### src/rtl/mem_port_arbiter_pkg.sv
// -----------------------------------------------------------------------------
// mem_port_arbiter_pkg
//   Shared definitions for the unified-memory port arbiter of the Mini MIPS
//   core: FSM state encoding, owner encoding and the arbitration helper.
//   No ports; imported by mem_port_arbiter and by its testbench.
// -----------------------------------------------------------------------------
package mem_port_arbiter_pkg;

  // 2-bit FSM encoding. The order follows the life of one memory access.
  typedef enum logic [1:0] {
    ST_IDLE  = 2'd0,
    ST_ISSUE = 2'd1,
    ST_WAIT  = 2'd2,
    ST_RESP  = 2'd3
  } arb_state_t;

  // Owner encoding, also driven on the owner output.
  localparam logic OWNER_IF = 1'b0;
  localparam logic OWNER_LS = 1'b1;

  // Arbitration rule used in IDLE. Load/store wins whenever it is
  // requesting, unless fetch is also requesting and has already been passed
  // over the maximum number of times in a row.
  function automatic logic ls_wins(input logic if_req,
                                   input logic ls_req,
                                   input logic if_starved);
    return ls_req && !(if_req && if_starved);
  endfunction

endpackage

### src/rtl/mem_port_arbiter.sv
// -----------------------------------------------------------------------------
// mem_port_arbiter
//   Shares the single-ported unified memory between the instruction-fetch
//   (IF) path and the load/store (LS) path. One access at a time is
//   serialised onto a fixed-latency memory port; read data is returned to
//   the requester that won. LS has priority, a starvation counter guarantees
//   that a pending fetch eventually wins.
//
//   Handshake (both requesters): the requester raises req together with a
//   stable command (addr, and for LS also we/wdata) and holds it until it
//   sees ack. ack is a single-cycle pulse; in that same cycle the owner's
//   rdata carries the read word (loads/fetches only). The command is latched
//   when granted, so a req dropped early still completes with an ack. The
//   requester may drop req, or present a new command, in the cycle after ack;
//   the arbiter is in IDLE in that cycle, so it never double-grants.
//
//   Access timing (MEM_LATENCY = L): request seen in IDLE at cycle N,
//   mem_en at N+1 (ISSUE), WAIT for N+2..N+L+1, read word registered at the
//   end of N+L+1, ack at N+L+2 (RESP), IDLE again at N+L+3.
//
// Ports
//   clk, reset            clock; synchronous active-high reset
//   if_req/if_addr        fetch read request and address
//   if_ack/if_rdata       fetch completion pulse and fetched word
//   ls_req/ls_we          load/store request, 1 = store
//   ls_addr/ls_wdata      load/store address and store data
//   ls_ack/ls_rdata       load/store completion pulse and load data
//   mem_en/mem_we         memory strobe (one cycle per access) and write enable
//   mem_addr/mem_wdata    latched command towards the memory
//   mem_rdata             memory read data, valid MEM_LATENCY cycles after mem_en
//   busy                  1 in any state other than IDLE
//   owner                 0 = IF, 1 = LS; owner of the current/last access
//   dbg_state             current FSM state
//   dbg_starve            starvation counter, zero-extended to 8 bits
// -----------------------------------------------------------------------------
module mem_port_arbiter
  import mem_port_arbiter_pkg::*;
#(
  parameter int ADDR_W       = 32,
  parameter int DATA_W       = 32,
  parameter int MEM_LATENCY  = 2,
  parameter int STARVE_LIMIT = 4
) (
  input  logic              clk,
  input  logic              reset,
  // fetch port
  input  logic              if_req,
  input  logic [ADDR_W-1:0] if_addr,
  output logic              if_ack,
  output logic [DATA_W-1:0] if_rdata,
  // load/store port
  input  logic              ls_req,
  input  logic              ls_we,
  input  logic [ADDR_W-1:0] ls_addr,
  input  logic [DATA_W-1:0] ls_wdata,
  output logic              ls_ack,
  output logic [DATA_W-1:0] ls_rdata,
  // memory port
  output logic              mem_en,
  output logic              mem_we,
  output logic [ADDR_W-1:0] mem_addr,
  output logic [DATA_W-1:0] mem_wdata,
  input  logic [DATA_W-1:0] mem_rdata,
  // status
  output logic              busy,
  output logic              owner,
  output arb_state_t        dbg_state,
  output logic [7:0]        dbg_starve
);

  localparam int LAT_W = $clog2(MEM_LATENCY + 1);
  localparam int STV_W = $clog2(STARVE_LIMIT + 1);

  localparam logic [LAT_W-1:0] LAT_FIRST = LAT_W'(1);
  localparam logic [LAT_W-1:0] LAT_LAST  = LAT_W'(MEM_LATENCY);
  localparam logic [STV_W-1:0] STV_MAX   = STV_W'(STARVE_LIMIT);

  arb_state_t        state;
  arb_state_t        next_state;

  logic [LAT_W-1:0]  lat_cnt;
  logic [STV_W-1:0]  starve_cnt;
  logic              cmd_we;

  logic              any_req;
  logic              grant_ls;
  logic              lat_done;
  logic              capture;

  // ---------------------------------------------------------------------------
  // Arbitration decision, only acted on in IDLE.
  // ---------------------------------------------------------------------------
  assign any_req  = if_req | ls_req;
  assign grant_ls = ls_wins(if_req, ls_req, starve_cnt == STV_MAX);

  // lat_cnt counts the WAIT cycles 1..MEM_LATENCY; the last one is the cycle
  // in which mem_rdata is valid.
  assign lat_done = (lat_cnt == LAT_LAST);

  // ---------------------------------------------------------------------------
  // FSM state register
  // ---------------------------------------------------------------------------
  always_ff @(posedge clk) begin
    if (reset) begin
      state <= ST_IDLE;
    end else begin
      state <= next_state;
    end
  end

  // ---------------------------------------------------------------------------
  // FSM next state and outputs
  // ---------------------------------------------------------------------------
  always_comb begin
    next_state = state;
    mem_en     = 1'b0;
    mem_we     = 1'b0;
    if_ack     = 1'b0;
    ls_ack     = 1'b0;
    busy       = 1'b1;
    capture    = 1'b0;

    case (state)
      ST_IDLE: begin
        busy = 1'b0;
        if (any_req) begin
          next_state = ST_ISSUE;
        end
      end

      ST_ISSUE: begin
        mem_en     = 1'b1;
        mem_we     = cmd_we;
        next_state = ST_WAIT;
      end

      ST_WAIT: begin
        if (lat_done) begin
          capture    = 1'b1;
          next_state = ST_RESP;
        end
      end

      ST_RESP: begin
        if_ack     = (owner == OWNER_IF);
        ls_ack     = (owner == OWNER_LS);
        next_state = ST_IDLE;
      end

      default: begin
        next_state = ST_IDLE;
      end
    endcase
  end

  // ---------------------------------------------------------------------------
  // Command latch, latency counter, starvation counter, read-data registers
  // ---------------------------------------------------------------------------
  always_ff @(posedge clk) begin
    if (reset) begin
      owner      <= OWNER_IF;
      cmd_we     <= 1'b0;
      mem_addr   <= '0;
      mem_wdata  <= '0;
      lat_cnt    <= '0;
      starve_cnt <= '0;
      if_rdata   <= '0;
      ls_rdata   <= '0;
    end else begin
      case (state)
        ST_IDLE: begin
          if (any_req) begin
            if (grant_ls) begin
              owner     <= OWNER_LS;
              cmd_we    <= ls_we;
              mem_addr  <= ls_addr;
              mem_wdata <= ls_wdata;
            end else begin
              owner    <= OWNER_IF;
              cmd_we   <= 1'b0;
              mem_addr <= if_addr;
            end
          end

          // Starvation only accumulates while fetch is actually waiting.
          // An IDLE cycle without a fetch request, or a fetch grant, resets it.
          if (!if_req) begin
            starve_cnt <= '0;
          end else if (grant_ls) begin
            if (starve_cnt != STV_MAX) begin
              starve_cnt <= starve_cnt + STV_W'(1);
            end
          end else begin
            starve_cnt <= '0;
          end
        end

        ST_ISSUE: begin
          lat_cnt <= LAT_FIRST;
        end

        ST_WAIT: begin
          if (!lat_done) begin
            lat_cnt <= lat_cnt + LAT_W'(1);
          end
          // Only the owner's register moves; a store leaves ls_rdata alone.
          if (capture) begin
            if (owner == OWNER_IF) begin
              if_rdata <= mem_rdata;
            end else if (!cmd_we) begin
              ls_rdata <= mem_rdata;
            end
          end
        end

        default: begin
        end
      endcase
    end
  end

  assign dbg_state  = state;
  assign dbg_starve = 8'(starve_cnt);

endmodule

### config.mk
export PLATFORM = sky130hd
export DESIGN_NAME = mem_port_arbiter
export DESIGN_NICKNAME = d
export VERILOG_FILES = /design/src/rtl/mem_port_arbiter_pkg.sv /design/src/rtl/mem_port_arbiter.sv
export SDC_FILE = /design/constraint.sdc
export NUM_CORES = 1
export LEC_CHECK = 0
export CAP_MARGIN = 20
export CORE_MARGIN = 8
export CORE_UTILIZATION = 40
export DETAILED_ROUTE_END_ITERATION = 6
export PLACE_DENSITY_LB_ADDON = 0.08
export SLEW_MARGIN = 20
export SYNTH_ARGS = -nofsm -noshare
export SYNTH_HDL_FRONTEND = slang
export SYNTH_SLANG_ARGS = --single-unit
### constraint.sdc
create_clock -name clk -period 2.1 [get_ports clk]
set_clock_uncertainty 0.05 [all_clocks]
set_input_delay 0.21 -clock clk [delete_from_list [all_inputs] [get_ports clk]]
set_output_delay 0.21 -clock clk [all_outputs]
set_load 0.01 [all_outputs]
Word level (Yosys, flattened, before mapping)
Cells that the tools add are included.

Bits of input ports: 133. Output and inout bits: 144. Word-level logic and storage cells: 54. Flip-flop bits (word level): 137.

Mux-type cells: 18. Bitwise gates (word level): 3. Reductions and logical operators: 12. $add $sub $neg: 2. Equal/unequal tests: 10.

Operator list (number): 32-bit two-way mux (1); 1-bit two-way mux (9); 3-bit two-way mux (3); 2-bit case mux with 4 select lines (1); 2-bit AND reduction (4); 2-bit == test, second input constant (3); 2-bit two-way mux (3); 2-bit inequality test, second input constant (3); 3-bit AND reduction (2); 2-bit case mux with 2 select lines (1); 4-bit AND reduction (1); 3-bit by 1-bit adder with 3-bit output, second input constant (1); 3-bit == test, second input constant (1); 3-bit by 2-bit inequality test with 1-bit output, second input constant (1); 3-bit inequality test, second input constant (1); 2-bit by 1-bit adder with 2-bit output, second input constant (1); 2-bit by 1-bit == test with 1-bit output, second input constant (1); 1-bit logical AND (2); 2-bit zero test (1); 1-bit inverter (2); 2-bit nonzero test (1); 1-bit zero test (1); 1-bit OR (1).

Longest topological paths before layout
Depth in word-level cells: 6. Mapped depth: 7. Mapped depth without buffers: 5.

Worst setup path after synthesis
No wires, ideal clock.

Kind: register to register. From: register starve_cnt[0]. To: register starve_cnt[0]. Path buffers: 1. Data arrival time: 1.526 ns. Library setup time: 0.070 ns. Path slack: 0.454 ns. Clock period less this slack: 1.646 ns. Required time: 1.980 ns. Cell stages (with the launch flop): 7. Path through: dfxtp_1 -> inv_1 -> ha_1 -> and3_4 -> buf_6 -> or4_1 -> a21oi_1.

Cells in the longest elaborated chain, start to end: 6. Elaborated cells between the ends (all ways): 11. Classes of those cells: add/sub (1); eq/ne (3); mux (3); reduce/logical (4).

RTL lines: from (decl) (line mem_port_arbiter.sv:82) `logic [STV_W-1:0] starve_cnt;`; from (signal assigned) (line mem_port_arbiter.sv:191) `starve_cnt <= starve_cnt + STV_W'(1);`; branches (longest 6 deep; another with 3-bit by 1-bit adder with 3-bit output).

Parallel ways; which one is timed is not known. The select of a mux whose other input is x is not followed. A chain may end at the register's enable or synchronous reset.

Worst setup path in the final report
From: register state[0], in the netlist dbg_state[0]. To: output port if_ack.

Cells in the longest elaborated chain, start to end: 2.

RTL lines: from (decl) (line mem_port_arbiter.sv:78) `arb_state_t state;`; from (signal assigned) (line mem_port_arbiter.sv:107) `state <= next_state;`; 2-bit == test (line mem_port_arbiter.sv:123) `case (state)`; 1-bit two-way mux (line mem_port_arbiter.sv:123); to (decl) (line mem_port_arbiter.sv:49) `output logic if_ack,`.

Every way passes these cells.

==> impl_results.md <==
- Reg clk slew, reported paths: 60 ps
- Minimum clock period: 1980 ps
- Grt ovf: 0
- H-tree depth: 4
- Port buffer count: 271
- # fillers: 1099
- IO Count: 277
- First-pass DRT Iterations: 4
- Mapped cell area: 5480 sq um
- Final setup fails: 0
- Clock Sinks: 137
- Worst Path Arrival: 1720 ps
- Pleak: 3.16 nW
- CTS tree: done
- PnR Total Power: 0.00879 W
- DR vias: 5845
- Run status: completed
- Worst Path Required: 1840 ps
- Synth unique cells: 33
- Fmax: 0.506 GHz
- RSZ-0062 raised after global routing: false
- Nets: 1065
- CP Class: reg -> out
- TritonCTS Buffers: 17
- Clock Tree Root: clkbuf_16
- Final Hold Vio Count: 0
- Area of the multi-input gates: 2400 sq um
- Drt total wl: 19.4 mm
- Seq/Total Area, Yosys: 50.1%
- Register area: 2740 sq um
- Mapped Avg Cell Area: 8.00 sq um
- Layout cell share with drive strength beyond 1: 5.44%
- GP Congestion: 0.796
- Synth warn: 0
- Chip width: 133 um
- # diodes: 0
- Total negative slack: 0 ps
- Main flop type after synthesis: dfxtp_1
- Largest net degree at the start of global routing: 66
- Final HPWL DP: 13.9 mm
- Ys async rst share: 0%
- Worst setup EP type: output pin
- Synth-to-layout area growth: 63.3%
- Hold Slack: 171 ps
- Worst Tran Pin Value: 598 ps
- CTS max path bufs: 2
- PwrDens: 983 nW/um^2
- Std-Cell Rows: 42
- M1 GR Usage: 23.6%
- Antenna violations before repair: 0
- Flops & latches, synth: 137
- Detail Route Antenna Nets: 0
- Cells after Synth: 684
- Grt met2 use: 35.9%
- Ratio of final minimum period to clock period: 94.1%
- Die Height: 133 um
- CP max-delay cell: clkdlybuf4s50_1
- Peak VDD IR: 0.000605 V
- Initial Utilization: 41.2%
- Worst-Skew Late Latency: 410 ps
- Post-synth EDFFs: 0
- Met3 usage: 9.61%
- First-pass GRT wire length: 30.8 mm
- Slew Limit Fails: 0
- DR WL/cell: 17.5 um
- Placed Area: 8270 sq um
- Max transition margin: 60.1%
- GR peak layer: met2
- Buf+Inv Stages, Crit Path: 1
- Delay-heaviest family, CP: buffers and inverters
- Worst Setup Slack, final: 124 ps
- CP Launch Type: flop
- Iteration-0 DRC count of the detailed router: 408
- Worst path max stage delay: 540 ps
- Min-delay worst type: in -> reg
- Postcts setup bufs: 0
- Die area: 17700 sq um
- Design area: 8940 sq um
- Place WS: 147 ps
- Max_cap viols: 0
- Residual DRC count: 0
- Worst path cell trace: ha_1 -> nor2b_1 -> clkdlybuf4s50_1
- CP Max Fanout: 5
- Vias per cell: 5.25
- GRT Overall Usage: 21.6%
- Core Footprint: 13300 sq um
- Vias in the first global route: 5842
[layout make-up]
class                   instances  area share (%)
multi-input cells             474            26.9
flip-flops and latches        137            30.7
repair buffers                287            32.2
clock inverters                10            2.11
inverters                       7           0.294
well taps                     176            2.46
clock buffers                  22            5.31
[cell usage after synthesis (all sizes together), types with 2 or more instances]
cell type / count / area (sq um)
and2: 4 / 25.0
a21oi: 103 / 515
ha: 8 / 100
nand4b: 2 / 17.5
buf: 31 / 176
a311oi: 32 / 280
nand4: 2 / 12.5
nand2: 134 / 503
o21ai: 66 / 330
dfxtp: 137 / 2740
clkbuf: 39 / 146
inv: 7 / 26.3
nor2: 36 / 135
nand3: 66 / 330
o21a: 2 / 15.0
[report_power, final]
group / total [W] / leakage (nW) / switching, W / internal [W]
Sequential: 0.00314 / 1.12 / 0.000194 / 0.00294
Clock: 0.00330 / 0.321 / 0.00109 / 0.00221
Combinational: 0.00235 / 1.72 / 0.00115 / 0.00120
[per-layer routing]
layer | share of wire (%) | vias up
li1 | - | 2835
met1 | 39 | 2732
met5 | 0 | -
met2 | 48 | 245
met3 | 11 | 33
met4 | 2.5 | 0
[per-stage QoR]
stage	std cells	util [%]
after global placement	1081	62.2
final	1113	67.2
after global routing	1113	67.2
after detailed placement	1081	62.2
after floorplan	688	-
after CTS	1113	67.2
[logic make-up after synthesis]
family / share of synthesized area, %
simple gates: 20.2
compound gates: 21.4
flops: 50.1
buf+inv: 6.38
fa+ha+maj: 1.83
other cells: 0.0685
[worst paths after layout]
kind	start	end	slack, ps	cells past startpoint
worst max register to register	starve_cnt[0]	mem_addr[18]	200	5
worst min register to register	if_rdata[20]	if_rdata[20]	400	2
worst max-delay path	dbg_state[0]	if_ack	120	3
worst min-delay path	reset	dbg_state[1]	170	2
[state kept, by name (all words and copies together), names as in the netlist]
register,cells
cmd_we,1
dbg_state,2
if_rdata,32
lat_cnt,2
ls_rdata,32
mem_addr,32
mem_wdata,32
owner,1
starve_cnt,3
[worst register-to-register path: cells and delay by family (launching register included)]
kind | cells | cell delay [ps]
adder cells (fa/ha/maj) | 1 | 220
flip-flops | 1 | 340
AND/OR/NAND/NOR | 1 | 620
AO/OA/AOI/OAI | 2 | 490
buffers and inverters | 1 | 70
[cells in the final DEF, fill, tap and decap left out, types with 2 or more instances in the layout]
cell / netlist / routed
a21oi_1: 103 / 103
clkinv_4: 0 / 2
a311oi_1: 32 / 32
o21ai_0: 66 / 66
and2_1: 4 / 4
nand2_1: 134 / 134
bufinv_16: 0 / 5
clkbuf_8: 0 / 3
nor2_1: 36 / 36
clkbuf_1: 39 / 2
dfxtp_1: 137 / 137
nand4b_1: 2 / 2
inv_1: 7 / 7
buf_12: 0 / 4
nand3_1: 66 / 65
conb_1: 1 / 5
ha_1: 8 / 8
clkdlybuf4s50_1: 0 / 268
nand4_1: 2 / 2
clkbuf_16: 0 / 17
buf_4: 5 / 13
[timing repair]
item / CTS / global route
gates resized for setup: 1 / 1
setup endpoints to repair: 1 / 1
cloned: 0 / 0
hold endpoints to repair: 0 / 0
hold buffers: 0 / 0
(Power assumes the default switching activity.)
